`config.mk`:
```
export PLATFORM = sky130hd
export DESIGN_NAME = centroid_calc_flat
export DESIGN_NICKNAME = d
export VERILOG_FILES = /design/src/rtl/centroid_calc_pkg.sv /design/src/rtl/centroid_calc_if.sv /design/src/rtl/centroid_calc_seq_div.sv /design/src/rtl/centroid_calc.sv /design/src/flat_wrapper.sv
export SDC_FILE = /design/constraint.sdc
export NUM_CORES = 1
export LEC_CHECK = 0
export BUFFER_PORTS_ARGS = -buffer_cell sky130_fd_sc_hd__buf_2
export CAP_MARGIN = 30
export CORE_MARGIN = 3
export CORE_UTILIZATION = 45
export DETAILED_ROUTE_END_ITERATION = 10
export PLACE_DENSITY = 0.72
export RECOVER_POWER = 25
export SLEW_MARGIN = 20
export SYNTH_ARGS = -nofsm -noshare
export SYNTH_HDL_FRONTEND = slang
export SYNTH_SLANG_ARGS = --single-unit
```
`constraint.sdc`:
```
create_clock -name clk -period 5.4 [get_ports clk]
set_input_delay 1.62 -clock clk [delete_from_list [all_inputs] [get_ports clk]]
set_output_delay 1.62 -clock clk [all_outputs]
set_load 0.03 [all_outputs]
```
`src/rtl/centroid_calc_pkg.sv`:
```
// centroid_calc_pkg: shared constants and FSM state type for the centroid block
package centroid_calc_pkg;
   localparam int IMG_W_DEF = 1280;
   localparam int IMG_H_DEF = 720;
   localparam int QW_DEF    = 11;
   localparam int CNT_W     = 20;
   localparam int SUM_W     = 32;
   typedef enum logic [1:0] {IDLE, DIV_X, DIV_Y, DONE} state_t;
endpackage

```
`src/rtl/centroid_calc_if.sv`:
```
// centroid_calc_if: pixel stream in, centroid result out
//   de/hsync/vsync/mask : video timing and object mask (master drives)
//   x_center/y_center   : centroid coordinates (slave drives)
//   found/valid         : frame had object / one-cycle update strobe (slave drives)
interface centroid_calc_if import centroid_calc_pkg::*; #(parameter int QW = QW_DEF) ();
   logic          de;
   logic          hsync;
   logic          vsync;
   logic          mask;
   logic [QW-1:0] x_center;
   logic [QW-1:0] y_center;
   logic          found;
   logic          valid;
   modport master (output de, hsync, vsync, mask, input x_center, y_center, found, valid);
   modport slave  (input de, hsync, vsync, mask, output x_center, y_center, found, valid);
endinterface

```
`src/rtl/centroid_calc_seq_div.sv`:
```
// centroid_calc_seq_div: restoring divider, one quotient bit per cycle, MSB first
//   clk, rst_n   : clock, synchronous active-low reset
//   i_start      : load operands and compute the first quotient bit
//   i_dividend   : SUM_W-bit dividend, quotient must fit in QW bits
//   i_divisor    : CNT_W-bit non-zero divisor
//   o_quotient   : floor(dividend/divisor), held until the next start
//   o_done       : high for the cycle in which o_quotient is final
module centroid_calc_seq_div import centroid_calc_pkg::*; #(
   parameter int QW = QW_DEF
) (
   input  logic             clk,
   input  logic             rst_n,
   input  logic             i_start,
   input  logic [SUM_W-1:0] i_dividend,
   input  logic [CNT_W-1:0] i_divisor,
   output logic [QW-1:0]    o_quotient,
   output logic             o_done
);
   localparam int CW = $clog2(QW + 1);
   logic [CNT_W-1:0] r_rem, r_dvs, w_rem_in, w_dvs;
   logic [QW-1:0]    r_dq, w_dq_in;
   logic [CW-1:0]    r_cnt;
   logic             r_busy, w_ge;
   logic [CNT_W:0]   w_trial, w_diff;
   // The dividend's upper bits seed the remainder: they are already below the
   // divisor because the quotient fits in QW bits. r_dq shifts dividend bits out
   // at the top while quotient bits shift in at the bottom.
   assign w_rem_in   = i_start ? CNT_W'(i_dividend >> QW) : r_rem;
   assign w_dq_in    = i_start ? i_dividend[QW-1:0] : r_dq;
   assign w_dvs      = i_start ? i_divisor : r_dvs;
   assign w_trial    = {w_rem_in, w_dq_in[QW-1]};
   assign w_diff     = w_trial - {1'b0, w_dvs};
   assign w_ge       = w_trial >= {1'b0, w_dvs};
   assign o_quotient = r_dq;
   assign o_done     = r_busy && r_cnt == '0;
   always_ff @(posedge clk) begin
      if (!rst_n) begin
         r_busy <= 1'b0;
         r_cnt  <= '0;
         r_rem  <= '0;
         r_dq   <= '0;
         r_dvs  <= '0;
      end else if (i_start || (r_busy && r_cnt != '0)) begin
         r_rem  <= CNT_W'(w_ge ? w_diff : w_trial);
         r_dq   <= {w_dq_in[QW-2:0], w_ge};
         r_dvs  <= w_dvs;
         r_busy <= 1'b1;
         r_cnt  <= i_start ? CW'(QW - 1) : r_cnt - CW'(1);
      end else begin
         r_busy <= 1'b0;
      end
   end
endmodule

```
`src/rtl/centroid_calc.sv`:
```
// centroid_calc: per-frame centroid of a 1-bit object mask on a de/vsync pixel stream
//   clk, rst_n : pixel clock, synchronous active-low reset
//   bus        : centroid_calc_if slave; de/hsync/vsync/mask in,
//                x_center/y_center/found/valid out (registered, held between pulses)
module centroid_calc import centroid_calc_pkg::*; #(
   parameter int IMG_W      = IMG_W_DEF,
   parameter int IMG_H      = IMG_H_DEF,
   parameter int QW         = QW_DEF,
   parameter int MIN_PIXELS = 1
) (
   input  logic           clk,
   input  logic           rst_n,
   centroid_calc_if.slave bus
);
   logic             r_vsync_d, w_edge, w_cnt_ok, w_snap_ok, w_unused;
   logic [QW-1:0]    r_x_pos, r_y_pos, r_qx, r_x_center, r_y_center, w_quo;
   logic [CNT_W-1:0] r_cnt, r_snap_cnt, w_divisor;
   logic [SUM_W-1:0] r_sum_x, r_sum_y, r_snap_sy, w_dividend;
   logic             r_found, r_valid, w_start, w_div_done;
   state_t           r_state, w_state_nx;
   assign w_edge    = bus.vsync & ~r_vsync_d;
   assign w_cnt_ok  = r_cnt >= CNT_W'(MIN_PIXELS);
   assign w_snap_ok = r_snap_cnt >= CNT_W'(MIN_PIXELS);
   assign w_unused  = bus.hsync;
   always_ff @(posedge clk) begin
      if (!rst_n || bus.vsync) begin
         r_x_pos <= '0;
         r_y_pos <= '0;
      end else if (bus.de) begin
         r_x_pos <= (r_x_pos == QW'(IMG_W - 1)) ? '0 : r_x_pos + QW'(1);
         if (r_x_pos == QW'(IMG_W - 1))
            r_y_pos <= (r_y_pos == QW'(IMG_H - 1)) ? '0 : r_y_pos + QW'(1);
      end
   end
   // Accumulators restart on every frame edge, even when the divider is busy
   // and that frame's totals are discarded.
   always_ff @(posedge clk) begin
      if (!rst_n) begin
         r_vsync_d <= 1'b0;
         r_cnt     <= '0;
         r_sum_x   <= '0;
         r_sum_y   <= '0;
      end else begin
         r_vsync_d <= bus.vsync;
         if (w_edge) begin
            r_cnt   <= '0;
            r_sum_x <= '0;
            r_sum_y <= '0;
         end else if (bus.de && bus.mask && !bus.vsync) begin
            r_cnt   <= r_cnt + CNT_W'(1);
            r_sum_x <= r_sum_x + SUM_W'(r_x_pos);
            r_sum_y <= r_sum_y + SUM_W'(r_y_pos);
         end
      end
   end
   always_ff @(posedge clk) begin
      if (!rst_n) r_state <= IDLE;
      else r_state <= w_state_nx;
   end
   // X division starts straight from the live totals at the edge; Y uses the
   // snapshot because the live accumulators are cleared at that same edge.
   always_comb begin
      w_state_nx = r_state;
      w_start    = 1'b0;
      w_dividend = r_sum_x;
      w_divisor  = r_cnt;
      case (r_state)
         IDLE: if (w_edge) begin
            w_state_nx = w_cnt_ok ? DIV_X : DONE;
            w_start    = w_cnt_ok;
         end
         DIV_X: if (w_div_done) begin
            w_state_nx = DIV_Y;
            w_start    = 1'b1;
            w_dividend = r_snap_sy;
            w_divisor  = r_snap_cnt;
         end
         DIV_Y: if (w_div_done) w_state_nx = DONE;
         default: w_state_nx = IDLE;
      endcase
   end
   // In DONE the divider is idle and still holds the Y quotient.
   always_ff @(posedge clk) begin
      if (!rst_n) begin
         r_snap_cnt <= '0;
         r_snap_sy  <= '0;
         r_qx       <= '0;
         r_x_center <= QW'(IMG_W / 2);
         r_y_center <= QW'(IMG_H / 2);
         r_found    <= 1'b0;
         r_valid    <= 1'b0;
      end else begin
         r_valid <= r_state == DONE;
         if (r_state == IDLE && w_edge) begin
            r_snap_cnt <= r_cnt;
            r_snap_sy  <= r_sum_y;
         end
         if (r_state == DIV_X && w_div_done) r_qx <= w_quo;
         if (r_state == DONE) begin
            r_found <= w_snap_ok;
            if (w_snap_ok) begin
               r_x_center <= r_qx;
               r_y_center <= w_quo;
            end
         end
      end
   end
   centroid_calc_seq_div #(.QW(QW)) u_div (
      .clk        (clk),
      .rst_n      (rst_n),
      .i_start    (w_start),
      .i_dividend (w_dividend),
      .i_divisor  (w_divisor),
      .o_quotient (w_quo),
      .o_done     (w_div_done)
   );
   assign bus.x_center = r_x_center;
   assign bus.y_center = r_y_center;
   assign bus.found    = r_found;
   assign bus.valid    = r_valid;
endmodule

```
`src/flat_wrapper.sv`:
```
// flat-port wrapper written by rule: the top's interface ports become plain ports
module centroid_calc_flat import centroid_calc_pkg::*;
#(
   parameter int IMG_W      = IMG_W_DEF,
   parameter int IMG_H      = IMG_H_DEF,
   parameter int QW         = QW_DEF,
   parameter int MIN_PIXELS = 1
)
  (clk, rst_n, bus_de, bus_hsync, bus_vsync, bus_mask, bus_x_center, bus_y_center, bus_found, bus_valid);
  centroid_calc_if #(.QW(QW)) bus_i ();
  input  logic clk;
  input  logic rst_n;
  input wire logic [$bits(bus_i.de)-1:0] bus_de;
  input wire logic [$bits(bus_i.hsync)-1:0] bus_hsync;
  input wire logic [$bits(bus_i.vsync)-1:0] bus_vsync;
  input wire logic [$bits(bus_i.mask)-1:0] bus_mask;
  output wire logic [$bits(bus_i.x_center)-1:0] bus_x_center;
  output wire logic [$bits(bus_i.y_center)-1:0] bus_y_center;
  output wire logic [$bits(bus_i.found)-1:0] bus_found;
  output wire logic [$bits(bus_i.valid)-1:0] bus_valid;
  assign bus_i.de = bus_de;
  assign bus_i.hsync = bus_hsync;
  assign bus_i.vsync = bus_vsync;
  assign bus_i.mask = bus_mask;
  assign bus_x_center = bus_i.x_center;
  assign bus_y_center = bus_i.y_center;
  assign bus_found = bus_i.found;
  assign bus_valid = bus_i.valid;
  centroid_calc #(.IMG_W(IMG_W), .IMG_H(IMG_H), .QW(QW), .MIN_PIXELS(MIN_PIXELS)) u_core (.clk(clk), .rst_n(rst_n), .bus(bus_i));
endmodule
```
## Word level (Yosys, flattened, before mapping)

Cells that the tools add are included.

- Register bits after elaboration: 251
- Latch bits: 0
- Memory bits (writable): 0
- Memory bits (read-only): 0
- Input bits: 6
- Memories: 0

- Add/subtract/negate cells: 7
- $mul: 0
- Divide/modulo/power cells: 0
- $lt $le $gt $ge: 3
- Equality and inequality tests: 8
- Shift-type cells: 0
- Multiplexer cells: 20
- Bitwise operators: 3
- Reductions and logical operators: 17

Operators by type and width:

| cell | count |
|---|---|
| 20-bit 2-to-1 mux | 5 |
| 32-bit by 11-bit adder with 32-bit output | 2 |
| 31-bit 2-to-1 mux | 2 |
| 20-bit by 1-bit >= comparator with 1-bit output (second input constant) | 2 |
| 11-bit 2-to-1 mux | 3 |
| 11-bit by 1-bit adder with 11-bit output (second input constant) | 2 |
| 21-bit by 20-bit >= comparator with 1-bit output | 1 |
| 20-bit by 1-bit adder with 20-bit output (second input constant) | 1 |
| 20-bit subtractor | 1 |
| 11-bit by 10-bit equality test with 1-bit output (second input constant) | 1 |
| 11-bit equality test (second input constant) | 1 |
| 2-bit 2-to-1 mux | 4 |
| 1-bit logical AND | 6 |
| 2-bit by 1-bit inequality test with 1-bit output (second input constant) | 3 |
| 2-bit one-hot mux with 3 select lines | 1 |
| 2-bit equality test (second input constant) | 2 |
| 4-bit zero test | 1 |
| 4-bit 2-to-1 mux | 1 |
| 2-bit AND reduction | 2 |
| 4-bit nonzero test | 1 |
| 4-bit by 1-bit subtractor with 4-bit output (second input constant) | 1 |
| 1-bit 2-to-1 mux | 3 |
| 3-bit AND reduction | 1 |
| 2-bit by 1-bit equality test with 1-bit output (second input constant) | 1 |
| 7 further kinds | 10 |

## Depth between registers and ports, before layout

- Depth after elaboration: 7
- Depth in mapped cells: 21
- Depth with buffers taken out: 19

## By module

Synthesis repeated with hierarchy kept, for this count alone.

- Cells, all modules: 1628
- Area, all modules: 13264.0 µm²

Modules (own cells, without submodules):

| module | times used | cells each | area each (µm²) | seq. area each (µm²) |
|---|---|---|---|---|
| centroid_calc | 1 | 1217 | 9669.3 | 3923.8 |
| centroid_calc_seq_div | 1 | 411 | 3594.7 | 1121.1 |

## Worst setup path before layout

OpenSTA, ideal clock, no wires.

- Path kind: input to register
- Start point: input bus_vsync
- End point: register u_core.u_div.r_rem[18]
- Data arrival time: 4671 ps
- Data required time: 5263 ps
- Path slack: 592 ps
- Stages: 16
- Path through: nand3b_1 -> a21oi_2 -> buf_6 -> mux2_2 -> mux2i_1 -> ha_1 -> inv_1 -> fa_1 -> a211oi_2 -> o21ai_1 -> a41oi_2 -> o211ai_1 -> nand3_1 -> or3b_1 -> xnor2_1 -> a31oi_1

- Word-level cells in the longest chain between the ends: 6

RTL lines:

| what | RTL line | RTL |
|---|---|---|
| start: declaration | flat_wrapper.sv:15 | `input wire logic [$bits(bus_i.vsync)-1:0] bus_vsync;` |
| 1-bit bitwise AND (*) | centroid_calc.sv:21 | `assign w_edge = bus.vsync & ~r_vsync_d;` |
| 1-bit 2-to-1 mux (*) | centroid_calc.sv:68 | `IDLE: if (w_edge) begin` |
| 1-bit one-hot mux with 2 select lines (*) | centroid_calc.sv:67 | `case (r_state)` |
| 11-bit 2-to-1 mux (tied with other cells) | centroid_calc_seq_div.sv:29 | `assign w_dq_in = i_start ? i_dividend[QW-1:0] : r_dq;` |
| 20-bit subtractor / 21-bit by 20-bit >= comparator with 1-bit output (equally long branches) | centroid_calc_seq_div.sv:32, centroid_calc_seq_div.sv:33 |  |
| 20-bit 2-to-1 mux | centroid_calc_seq_div.sv:44 | `r_rem <= CNT_W'(w_ge ? w_diff : w_trial);` |
| end signal: assignment | centroid_calc_seq_div.sv:44 |  |
| end: declaration | centroid_calc_seq_div.sv:20 | `logic [CNT_W-1:0] r_rem, r_dvs, w_rem_in, w_dvs;` |

Every way passes the cells marked *; elsewhere a longest branch is shown, timed or not.
A chain may end at the register's enable or synchronous reset.

## Final worst setup path

- Start point: input bus_vsync
- End point: register u_core.u_div.r_rem[2]

The elaborated chain is that of the path after synthesis.

==> flow_summary.toml <==
[placement]
hpwl_um = 20650
io_buffer_count = 28
gp_congestion = 0.9145

[drt]
wl_met3_um = 1139
dr_total_vias = 10730
highest_layer = "met4"
first_pass_iters = 5
wirelength_um = 29570
wl_met1_um = 14330
drcViolationCount = 0
met2_length_um = 13230
detail-route-antenna-nets = 0
via_per_inst = 5.487
drtIter0Drc = 865
wire_per_inst_um = 15.12

[hold_path]
hold_path_class = "reg2reg"
min_path_cells = 2
holdCritStartpoint = "u_core.r_qx[4]"

[global_routing]
grt.overflow.total = 0
antenna_found_initial = 0
gr-usage-all-layers_pct = 19.28
grt_first_pass_wirelength_um = 50110
grt_pass1_vias = 10330
grt_max_degree = 69

[clocking]
htreeDepth = 1
cts_root_buf = "clkbuf_16"
cts_buffers = 27
post_cts_buffers = 0
clockBufferDepth = 3
clkTransAtPathRegs_ns = 0.06
cts_hold_buf = 0
clock_latency_ns = 0.54
cts_sinks = 249
cts_tree = "yes"
cts-resized-gates = 0

[setup_path]
timing.reg2reg.setup_slack_ns = 0.72
rr_worst_depth = 18
start_kind = "primary input"
critPathCaptureType = "flip-flop"
crit_fanout = 15
worstSetupPathType = "in2reg"
r2r-start = "u_core.r_cnt[1]"
startpoint = "bus_vsync"
cp.arrival_ns = 5.26
critical_path_required_ns = 5.75

[power]
vdd_drop_max_mv = 0.2252
power_density_nw_per_um2 = 314.8
p_leak_nw = 5.444
total_power_w = 0.004417

[floorplan]
fp.dieW_um = 172.9
num_rows = 60
fp.dieH_um = 172.9
ios = 30
initial_utilization_pct = 46.11
die-area_um2 = 29880
core_area_um2 = 27180

[layout]
drive_above_1_share_pct = 8.718
nets = 1624
areaGrowthSynthToFinish_pct = 11.96
diodes = 0

[yosys]
async_flop_share_pct = 0
yosysTopAreaCellShare_pct = 39.78
synth_edf_count = 0
synthesis.nets = 1607
yosys-top-cells-area = "dfxtp_1, nand2_1, a21oi_1"
synth_cell_type_count = 74
ys_seq_area_share_pct = 39.78
synthFlopType = "dfxtp_1"
syn_avg_cell_area_um2 = 8.105
synth.largest_area_cell = "dfxtp_1"
synth_cells = 1546
syn-cell-area_um2 = 12530
yosys_warnings = 0
synth_seq_cells = 249

[sta]
worstMarginPinSlew_ns = 2.557
drv_slew = 58
period_share_pct = 90.97
clock.fmax_mhz = 203.6
period_minus_slack_ns = 4.912
relSlewSlack_pct = -70.44
hold_viol = 0
setup_viol = 0
tns_ns = 0
rsz0062_at_grt = "no"
finalClockSkew_ns = 0.02240

[job]
cap_violations = 1

[run_status]
status = "complete, but fails checks"
violations = "max-capacitance violations, max-slew violations"
-- layer usage --
metal  up-vias  GRT usage (%)
met1      5034          27.00
met2       237          31.28
met5         -              0
met4         0          6.250
met3        62          2.064
li1       5394              -
-- flip-flops by register name (all words and copies together) (netlist names), 4 cells and up --
| register | cells |
|---|---|
| u_core.r_snap_sy | 31 |
| u_core.bus.x_center | 11 |
| u_core.r_x_pos | 11 |
| u_core.u_div.o_quotient | 11 |
| u_core.r_snap_cnt | 20 |
| u_core.bus.y_center | 11 |
| u_core.r_sum_y | 31 |
| u_core.r_qx | 11 |
| u_core.r_y_pos | 11 |
| u_core.u_div.r_dvs | 20 |
| u_core.u_div.r_rem | 20 |
| u_core.u_div.r_cnt | 4 |
| u_core.r_sum_x | 31 |
| u_core.r_cnt | 20 |
-- critical path, stage by stage --
cell	delay, ns
buf_2	0.21
nand3b_1	0.15
a21oi_2	0.22
buf_4	0.31
mux2i_1	0.20
o21ai_0	0.15
ha_1	0.39
and3_1	0.21
o2111ai_1	0.13
a21oi_2	0.24
o21ai_2	0.12
o311ai_4	0.69
mux2_2	0.41
mux2i_1	0.13
nor2_1	0.05
-- logic make-up after synthesis --
family                   count (synthesis)  share of synthesized area (%)
flip-flops                             249                          39.78
AO/OA/AOI/OAI                          343                          16.23
adder cells (fa/ha/maj)                 55                          5.671
XOR/XNOR                                82                          5.731
AND/OR/NAND/NOR                        641                          23.40
multiplexers                            69                          5.542
buffers and inverters                  107                          3.644
-- power by group --
part           total, W  internal, W  switching [W]  leakage [nW]
Clock           0.00195      0.00120       0.000743         0.466
Sequential      0.00188      0.00186      0.0000196          2.01
Combinational  0.000590     0.000228       0.000363          2.97
Total           0.00442      0.00329        0.00113          5.44
-- final timing paths --
path                                 to
hold reg to reg          u_core.r_qx[4]
setup / recovery  u_core.u_div.r_rem[2]
hold / removal           u_core.r_qx[4]
setup reg to reg  u_core.u_div.r_rem[2]
-- cell usage after synthesis (17+ instances only) --
cell type and n:
mux2i_1 66, xor2_1 45, nand3_1 46, dfxtp_1 249, xnor2_1 37, nor3_1 17
and3_1 18, a21oi_1 176, o21ai_0 64, inv_1 30, or3_1 17, buf_2 19
nand2_1 288, nand4_1 18, ha_1 52, nor2_1 159, clkbuf_1 46
-- placed cells by master, fill, tap and decap left out, types with 8 or more instances in the layout --
cell type	synthesis	layout
a211oi_1	13	13
xor2_1	45	45
and2_1	12	10
or3_1	17	17
o21a_1	9	9
ha_1	52	52
xnor2_1	37	37
nor3_1	17	17
nand3_1	46	46
buf_4	0	32
dfxtp_1	249	249
inv_1	30	30
a21oi_1	176	176
a31oi_1	10	10
o21ai_0	64	64
o211ai_1	14	14
nor2b_1	8	8
nand2b_1	9	9
nor2_1	159	158
or4_1	8	8
o31ai_1	12	12
nand4_1	18	18
mux2i_1	66	66
nand2_1	288	288
clkbuf_16	0	27
o21ai_1	10	9
and3_1	18	18
buf_2	19	28
nor4_1	12	12
-- layout make-up --
| class | count | area (um^2) |
|---|---|---|
| clock inverter | 10 | 156.4 |
| inverter | 31 | 117.6 |
| multi-input combinational | 1190 | 7102 |
| sequential | 249 | 4985 |
| clock buffer | 39 | 790.8 |
| timing repair buffer | 64 | 412.9 |
| fill | 2560 | 13150 |
| tap | 372 | 465.4 |
-- metrics by stage --
stage	setup WS [ns]	instances	instance area [um^2]	utilization (%)	hold WS, ns
after floorplan	0.5920	1546	12530	-	0.4322
after global placement	0.07076	1905	13090	48.16	0.4421
after detailed placement	0.02903	1906	13100	48.19	0.4459
after CTS	0.5935	1955	14040	51.67	0.4554
after global routing	0.2985	1955	14030	51.63	0.4682
final	0.4875	1955	14030	51.63	0.4549
No activity file was read; power rests on OpenSTA's default activity.
